$ cat config.mk
export PLATFORM = sky130hd
export DESIGN_NAME = fifo_sync_param
export DESIGN_NICKNAME = d
export VERILOG_FILES = /design/src/rtl/fifo_sync_param.sv
export SDC_FILE = /design/constraint.sdc
export NUM_CORES = 1
export LEC_CHECK = 0
export BUFFER_PORTS_ARGS = -buffer_cell sky130_fd_sc_hd__buf_2
export CORE_UTILIZATION = 40
export CTS_CLUSTER_DIAMETER = 200
export DETAILED_ROUTE_END_ITERATION = 8
export MAX_ROUTING_LAYER = met4
export SLEW_MARGIN = 40
export SYNTH_ARGS = -nofsm -noshare
export SYNTH_HDL_FRONTEND = slang
export SYNTH_SLANG_ARGS = --single-unit
$ cat constraint.sdc
create_clock -name clk -period 3.9 [get_ports clk]
set_clock_uncertainty 0.15 [all_clocks]
set_input_delay 0.195 -clock clk [delete_from_list [all_inputs] [get_ports clk]]
set_output_delay 0.195 -clock clk [all_outputs]
set_load 0.01 [all_outputs]
$ cat src/rtl/fifo_sync_param.sv
// Single-clock parametrised FIFO with registered read data, occupancy count,
// programmable almost-full/almost-empty flags and sticky overflow/underflow.
module fifo_sync_param #(
  parameter int DATA_W    = 16,
  parameter int DEPTH     = 8,
  parameter int AFULL_TH  = 6,
  parameter int AEMPTY_TH = 2,
  localparam int AW = $clog2(DEPTH),
  localparam int CW = AW + 1
) (
  input  logic              clk,
  input  logic              rst,
  input  logic [DATA_W-1:0] wdata,
  input  logic              wen,
  input  logic              ren,
  input  logic              clr_err,
  output logic [DATA_W-1:0] rdata,
  output logic              rvalid,
  output logic              full,
  output logic              empty,
  output logic              afull,
  output logic              aempty,
  output logic [CW-1:0]     count,
  output logic              overflow,
  output logic              underflow
);

  localparam logic [CW-1:0] DEPTH_C  = CW'(DEPTH);
  localparam logic [CW-1:0] AFULL_C  = CW'(AFULL_TH);
  localparam logic [CW-1:0] AEMPTY_C = CW'(AEMPTY_TH);

  logic [DATA_W-1:0] mem [DEPTH];
  logic [CW-1:0]     wptr;
  logic [CW-1:0]     rptr;
  logic              rd_ok;
  logic              wr_ok;
  logic [CW-1:0]     count_nxt;

  // Flags depend on registered count only, so wen/ren never reach an output.
  assign full   = (count == DEPTH_C);
  assign empty  = (count == '0);
  assign afull  = (count >= AFULL_C);
  assign aempty = (count <= AEMPTY_C);

  // A full FIFO still takes a write when the same edge drains one entry.
  assign rd_ok = ren & ~empty;
  assign wr_ok = wen & (~full | rd_ok);

  always_comb begin
    count_nxt = count;
    case ({wr_ok, rd_ok})
      2'b10:   count_nxt = count + CW'(1);
      2'b01:   count_nxt = count - CW'(1);
      default: count_nxt = count;
    endcase
  end

  // Storage: not reset; a gated write in the reset cycle is harmless because wptr is cleared.
  always_ff @(posedge clk) begin
    if (!rst && wr_ok) begin
      mem[wptr[AW-1:0]] <= wdata;
    end
  end

  // Pointers, occupancy and registered read port
  always_ff @(posedge clk) begin
    if (rst) begin
      wptr   <= '0;
      rptr   <= '0;
      count  <= '0;
      rdata  <= '0;
      rvalid <= 1'b0;
    end else begin
      if (wr_ok) begin
        wptr <= wptr + CW'(1);
      end
      if (rd_ok) begin
        rdata <= mem[rptr[AW-1:0]];
        rptr  <= rptr + CW'(1);
      end
      rvalid <= rd_ok;
      count  <= count_nxt;
    end
  end

  // Sticky errors: a new error in the clearing cycle keeps the flag set.
  always_ff @(posedge clk) begin
    if (rst) begin
      overflow  <= 1'b0;
      underflow <= 1'b0;
    end else begin
      if (wen && !wr_ok) begin
        overflow <= 1'b1;
      end else if (clr_err) begin
        overflow <= 1'b0;
      end
      if (ren && !rd_ok) begin
        underflow <= 1'b1;
      end else if (clr_err) begin
        underflow <= 1'b0;
      end
    end
  end

endmodule

==> results of run 1 <==
## cell usage in the layout, fill, tap and decap left out, types with 3 or more instances in the layout
cell type      instances
a211oi_1              17
a21oi_1                6
buf_2                 47
buf_4                 11
bufinv_16              4
clkbuf_16             17
clkbuf_8               3
clkinv_2               5
dfxtp_1               28
dlygate4sd3_1         18
edfxtp_1             128
ha_1                   4
inv_1                  3
mux2i_1               18
mux4_2                32
nand2_1                6
nand2b_1               4
nor2_1                34
xnor2_1                4
## path summary, 6_finish.rpt
path	start	end	slack, ps	depth (start not counted)
setup / recovery	count[3]	count[3]	1220	9
hold / removal	wen	count[3]	20	3
setup reg to reg	count[3]	count[3]	1220	9
hold reg to reg	wptr[0]	wptr[0]	340	2
## critical path: stages (launching register included)
cell      delay [ps]
dfxtp_1          410
o41a_1           460
buf_4            260
nand2b_1         160
inv_1             70
ha_1             320
a21oi_1          280
nor4bb_1         260
o21bai_1         110
a31oi_1          120
## synthesized netlist by cell type (3+ instances only)
cell	number
edfxtp_1	128
nor2_1	34
mux4_2	32
dfxtp_1	29
mux2i_1	18
a211oi_1	17
buf_2	9
a21oi_1	6
buf_6	6
clkbuf_1	6
nand2_1	6
ha_1	4
nand2b_1	4
xnor2_1	4
buf_4	3
inv_1	3
nor3_1	3
## stage by stage
stage / total power, mW / hold WS [ps] / std cells / utilization, % / instance area [sq um]
finish: 4.91 / 20.7 / 613 / 49.1 / 7430
global route: 5.16 / 32.4 / 613 / 49.1 / 7430
CTS: 4.98 / 5.49 / 613 / 49.1 / 7430
detailed placement: 3.22 / 322 / 563 / 43.7 / 6620
global placement: 3.20 / 309 / 563 / 43.7 / 6610
floorplan: 2.97 / 144 / 341 / - / 6180
## area by class of cell
class	instances	area [sq um]	area share (%)
inverter	3	11.3	0.152
clock inverter	12	166	2.24
timing repair buffer	77	518	6.97
tap	188	235	3.17
clock buffer	20	467	6.28
sequential	157	4430	59.6
multi-input combinational	156	1600	21.6
## timing repair
item	4_1_cts	5_1_grt
endpoints found under the hold margin	130	0
hold buffers	18	0
buffers inserted	0	0
## registers in the layout, summed over array words and instances, names as in the netlist
name	flops
count	4
wptr	3
underflow	1
rvalid	1
mem	128
rdata	16
rptr	3
overflow	1
## power by group through the flow
| stage | combinational (mW) | sequential, mW | clock [mW] |
|---|---|---|---|
| 3_3_place_gp | 1.05 | 2.16 | 0 |
| 6_report | 1.05 | 2.12 | 1.74 |
| 2_1_floorplan | 0.898 | 2.07 | 0 |
| 5_1_grt | 1.17 | 2.15 | 1.84 |
| 3_5_place_dp | 1.05 | 2.17 | 0 |
| 4_1_cts | 1.07 | 2.13 | 1.77 |
## cells by family (layout without fill, tap and decap cells)
logic type               Yosys count  in the layout  synth area share, %
AO/OA/AOI/OAI                     35             35                 4.54
XOR/XNOR                           6              6                0.850
adder cells (fa/ha/maj)            5              5                 1.13
buffers and inverters             28            112                 2.81
flip-flops                       157            157                 71.6
multiplexers                      50             50                 14.6
AND/OR/NAND/NOR                   60             60                 4.49
## per-layer routing
layer  share of wire (%)  wire (um)
met1                  44       5130
met5                   0          0
met4                 1.4        163
met2                  50       5850
met3                 4.1        475
==> run metrics, run 1 <==
status=finished clean; Avg Cell Area, Syn=18.1 sq um; HP Class=input pin to flip-flop; initial antenna violation count=0; Vias=3,238; quantity of gates resized following cts=0; ranking of synthesized cells by area=edfxtp_1 (62%), mux4_2 (12%), dfxtp_1 (9.4%); GRT Overall Usage=between 10% and 20%; min Tclk post-route=2680 ps; FP Rows=45; Initial Utilization=around 40%; Rel. slew slack=around 51%; met1 Track Usage GR=between 20% and 30%; Antenna Violating Nets Remaining=0; Flop pwr share=between 40% and 50%; placeable core area=0.0151 sq mm; RSZ-0062 raised after global routing=false; reported max-cap violation count=0; Power Density=about 660 mW/mm^2; switching share of total power=approximately a quarter; Post-synth EDFFs=128; pin count of the biggest net entering global routing=37; Reg clk slew, reported paths=approximately 60 ps; Setup TNS=0 ps; Die X=about 130 um; Worst-Margin Slew=around 730 ps; GR Util met3=roughly 3.9%; Internal=3.60 mW; initial drt markers=149; P_sw=~1.3 mW; CTS buffer count=17; largest area contributor in the netlist=edfxtp_1; setup violators final=0; Yosys reg bits=approximately 160; Slew Viols, Final=0; static leakage=~2.5 nW; Cell Area, Synth=~0.0062 sq mm; crit path DAT=around 2900 ps; total grt overflow=0; busiest grt layer=met2; vias in the first global route=3,227; total die area=between 0.015 and 0.02 sq mm; Yosys cell types=40; Die H=about 130 um; M2 GR Usage=approximately a quarter; # diodes=0; Final WS setup=1220 ps; Max clock buf depth=2; CTS Root Cell=clkbuf_16; drt first pass iters=4; fin nets=~440; Fmax achieved=approximately 0.37 GHz; Layout area overhead=20.2%; asr flop ratio synth=0%; startpoint types=flip-flop; register area share after synthesis=between 70% and 80%; Avg Vias per Cell=5.28; aggregate routed wire length=11.6 mm; gpl congestion=approximately 0.74; Crit Path Category=flip-flop to flip-flop; first-pass GRT wire length=18.3 mm; Worst EP required=4100 ps; CP max FO=36; HPWL after DPL=6.44 mm; Ys Warns=0; share of the synthesized area in the top cell type=between 60% and 70%; Final Hold Fails=0; Main synth FF type=edfxtp_1; CTS tree=yes; Clock Latency Late Sink=between 400 and 500 ps; pre-CTS WS=~1200 ps; clock sink count=approximately 160; maximum VDD drop=0.356 mV; Tcrit/Tclk final=about two thirds; wire per inst=~19 um; CP Capture Type=flip-flop; Fill cells=about 1,300; # IOs=48; clock power share=35.4%; Post-Syn Instances=341; DRC Markers=0; Comb pwr share=21.4%; # port buffers=between 40 and 50; share of cells above drive strength 1=31.1%; syn nets=367; H-tree depth=4
No activity file was read; power rests on OpenSTA's default activity.
==> run 2: changes to the inputs <==
==> constraint.sdc (replaced) <==
create_clock -name clk -period 2.7 [get_ports clk]
set_clock_uncertainty 0.15 [all_clocks]
set_input_delay 0.135 -clock clk [delete_from_list [all_inputs] [get_ports clk]]
set_output_delay 0.135 -clock clk [all_outputs]
set_load 0.01 [all_outputs]
==> run metrics, run 2 (synthesized netlist as in run 1, its figures left out) <==
Slew Viols, Final=0; first-pass GRT wire length=18.7 mm; Fmax achieved=0.405 GHz; Critical-path top delay cell=o41a_1; failing checks=negative hold slack; Avg Vias per Cell=5.22; switching share of total power=between 20% and 30%; Rel. slew slack=58.7%; Final WS setup=around 230 ps; Tcrit/Tclk final=between 90 and 100%; vias in the first global route=3,397; Bufs and invs on worst path=1; clock power share=between 30% and 40%; R2R Path End=count[3]; total die area=0.0160 sq mm; Die X=around 130 um; Vias=between 3,000 and 4,000; placeable core area=0.0151 sq mm; CTS buffer count=17; pin count of the biggest net entering global routing=36; Antenna Violating Nets Remaining=0; Worst EP required=between 2000 and 3000 ps; commonest non-fill, non-tap cell in the layout=edfxtp_1; Comb pwr share=between 20% and 30%; hold_ws=-14.0 ps; startpoint types=flip-flop; Placed Instances=~570; fin nets=443; initial drt markers=~130; post-CTS setup buffer count=0; crit path DAT=roughly 2700 ps; Reg clk slew, reported paths=around 60 ps; Initial Utilization=between 40% and 50%; gpl congestion=approximately 0.76; wire per inst=19.0 um; max reg flops=about 130; Die H=about 130 um; CTS tree=yes; Clock Latency Late Sink=~430 ps; r2r setup slk=230 ps; CP max FO=10; H-tree depth=4; # diodes=0; Layout area overhead=20.4%; Worst Setup EP=count[3]; Crit path largest cell delay=around 470 ps; GRT Overall Usage=between 10% and 20%; Reg2Reg Depth=8; # port buffers=47; share of cells above drive strength 1=between 30% and 40%; Internal=between 4 and 5 mW; reported max-cap violation count=0; critical path cell sequence=o41a_1 -> nand2b_1 -> inv_1 -> ha_1 -> a21oi_1 -> nor4bb_1 -> o21bai_1 -> a31oi_1; CP top delay family=compound AO/OA/AOI/OAI gates; min Tclk post-route=about 2500 ps; Max clock buf depth=2; Final Hold Fails=5; DRC Markers=0; P_sw=a little under 2 mW; pre-CTS WS=about 310 ps; number of cells on the critical path=8; aggregate routed wire length=about 12 mm; clock sink count=roughly 160; status=finished, violations left; commonest cells after routing, fill and taps aside=edfxtp_1 (128), buf_2 (46), nor2_1 (34); CP Capture Type=flip-flop; FP Rows=45; HP Class=input pin to flip-flop; Setup TNS=0 ps; maximum VDD drop=a little under 0.7 mV; CTS Root Cell=clkbuf_16; total grt overflow=0; # IOs=between 40 and 50; final instance area=approximately 0.0074 sq mm; Crit Path Category=flip-flop to flip-flop; RSZ-0062 raised after global routing=false; HPWL after DPL=between 6 and 7 mm; drt first pass iters=4; Flop pwr share=a little over two fifths; Placed Area=0.00665 sq mm; Critical path origin=count[0]; Worst-Margin Slew=615 ps; setup violators final=0; initial antenna violation count=0; reg-to-reg startpoint=count[0]; Power Density=just over 900 mW/mm^2; static leakage=around 2.5 nW; final std cells w/o fill=between 600 and 700
-- run 2: final cells by class --
type / count / area [sq um]
clock buffers: 17 / 425
inverters: 3 / 11.3
clock inverters: 15 / 160
well taps: 188 / 235
flip-flops and latches: 157 / 4430
multi-input cells: 156 / 1620
repair buffers: 82 / 563
fillers: 1263 / 7700
-- run 2: worst min-delay path by stage --
stage                  start         to  slack (ps)  cells past startpoint
floorplan           wdata[0]  mem[0][0]          80                      0
global placement    wdata[9]  mem[3][9]         250                      1
detailed placement  wdata[0]  mem[2][0]         260                      1
CTS                      rst    wptr[2]         130                      2
global route             rst     rvalid          10                      2
finish                   rst   overflow         -10                      2
-- run 2: power by group through the flow --
| stage | clock network (mW) | logic, mW | registers [mW] |
|---|---|---|---|
| floorplan | 0 | 1.30 | 3.00 |
| global placement | 0 | 1.67 | 2.98 |
| detailed placement | 0 | 1.68 | 2.99 |
| CTS | 2.40 | 1.72 | 2.94 |
| global route | 2.49 | 1.86 | 2.97 |
| finish | 2.34 | 1.68 | 2.94 |
-- run 2: routing by layer --
| metal | global-route usage [%] | vias up | routed length (um) |
|---|---|---|---|
| met3 | 4.68 | 12 | 362 |
| met1 | 20.2 | 1653 | 5290 |
| met2 | 26.7 | 64 | 5900 |
| met5 | - | - | 0 |
| met4 | 6.09 | 0 | 159 |
| li1 | - | 1499 | - |
-- run 2: per-stage QoR --
step | total power, mW | hold slack, ps | util [%]
floorplan | 4.30 | 83.9 | -
global placement | 4.65 | 250 | 43.9
detailed placement | 4.67 | 259 | 43.9
CTS | 7.07 | 134 | 49.1
global route | 7.32 | 14.3 | 49.1
finish | 6.96 | -14.0 | 49.1
-- run 2: repair_timing --
| item | CTS | global route |
|---|---|---|
| endpoints found under the hold margin | 131 | 0 |
| setup endpoints to repair | 0 | 0 |
| hold buffers | 20 | 0 |
| gates resized for setup | 0 | 0 |
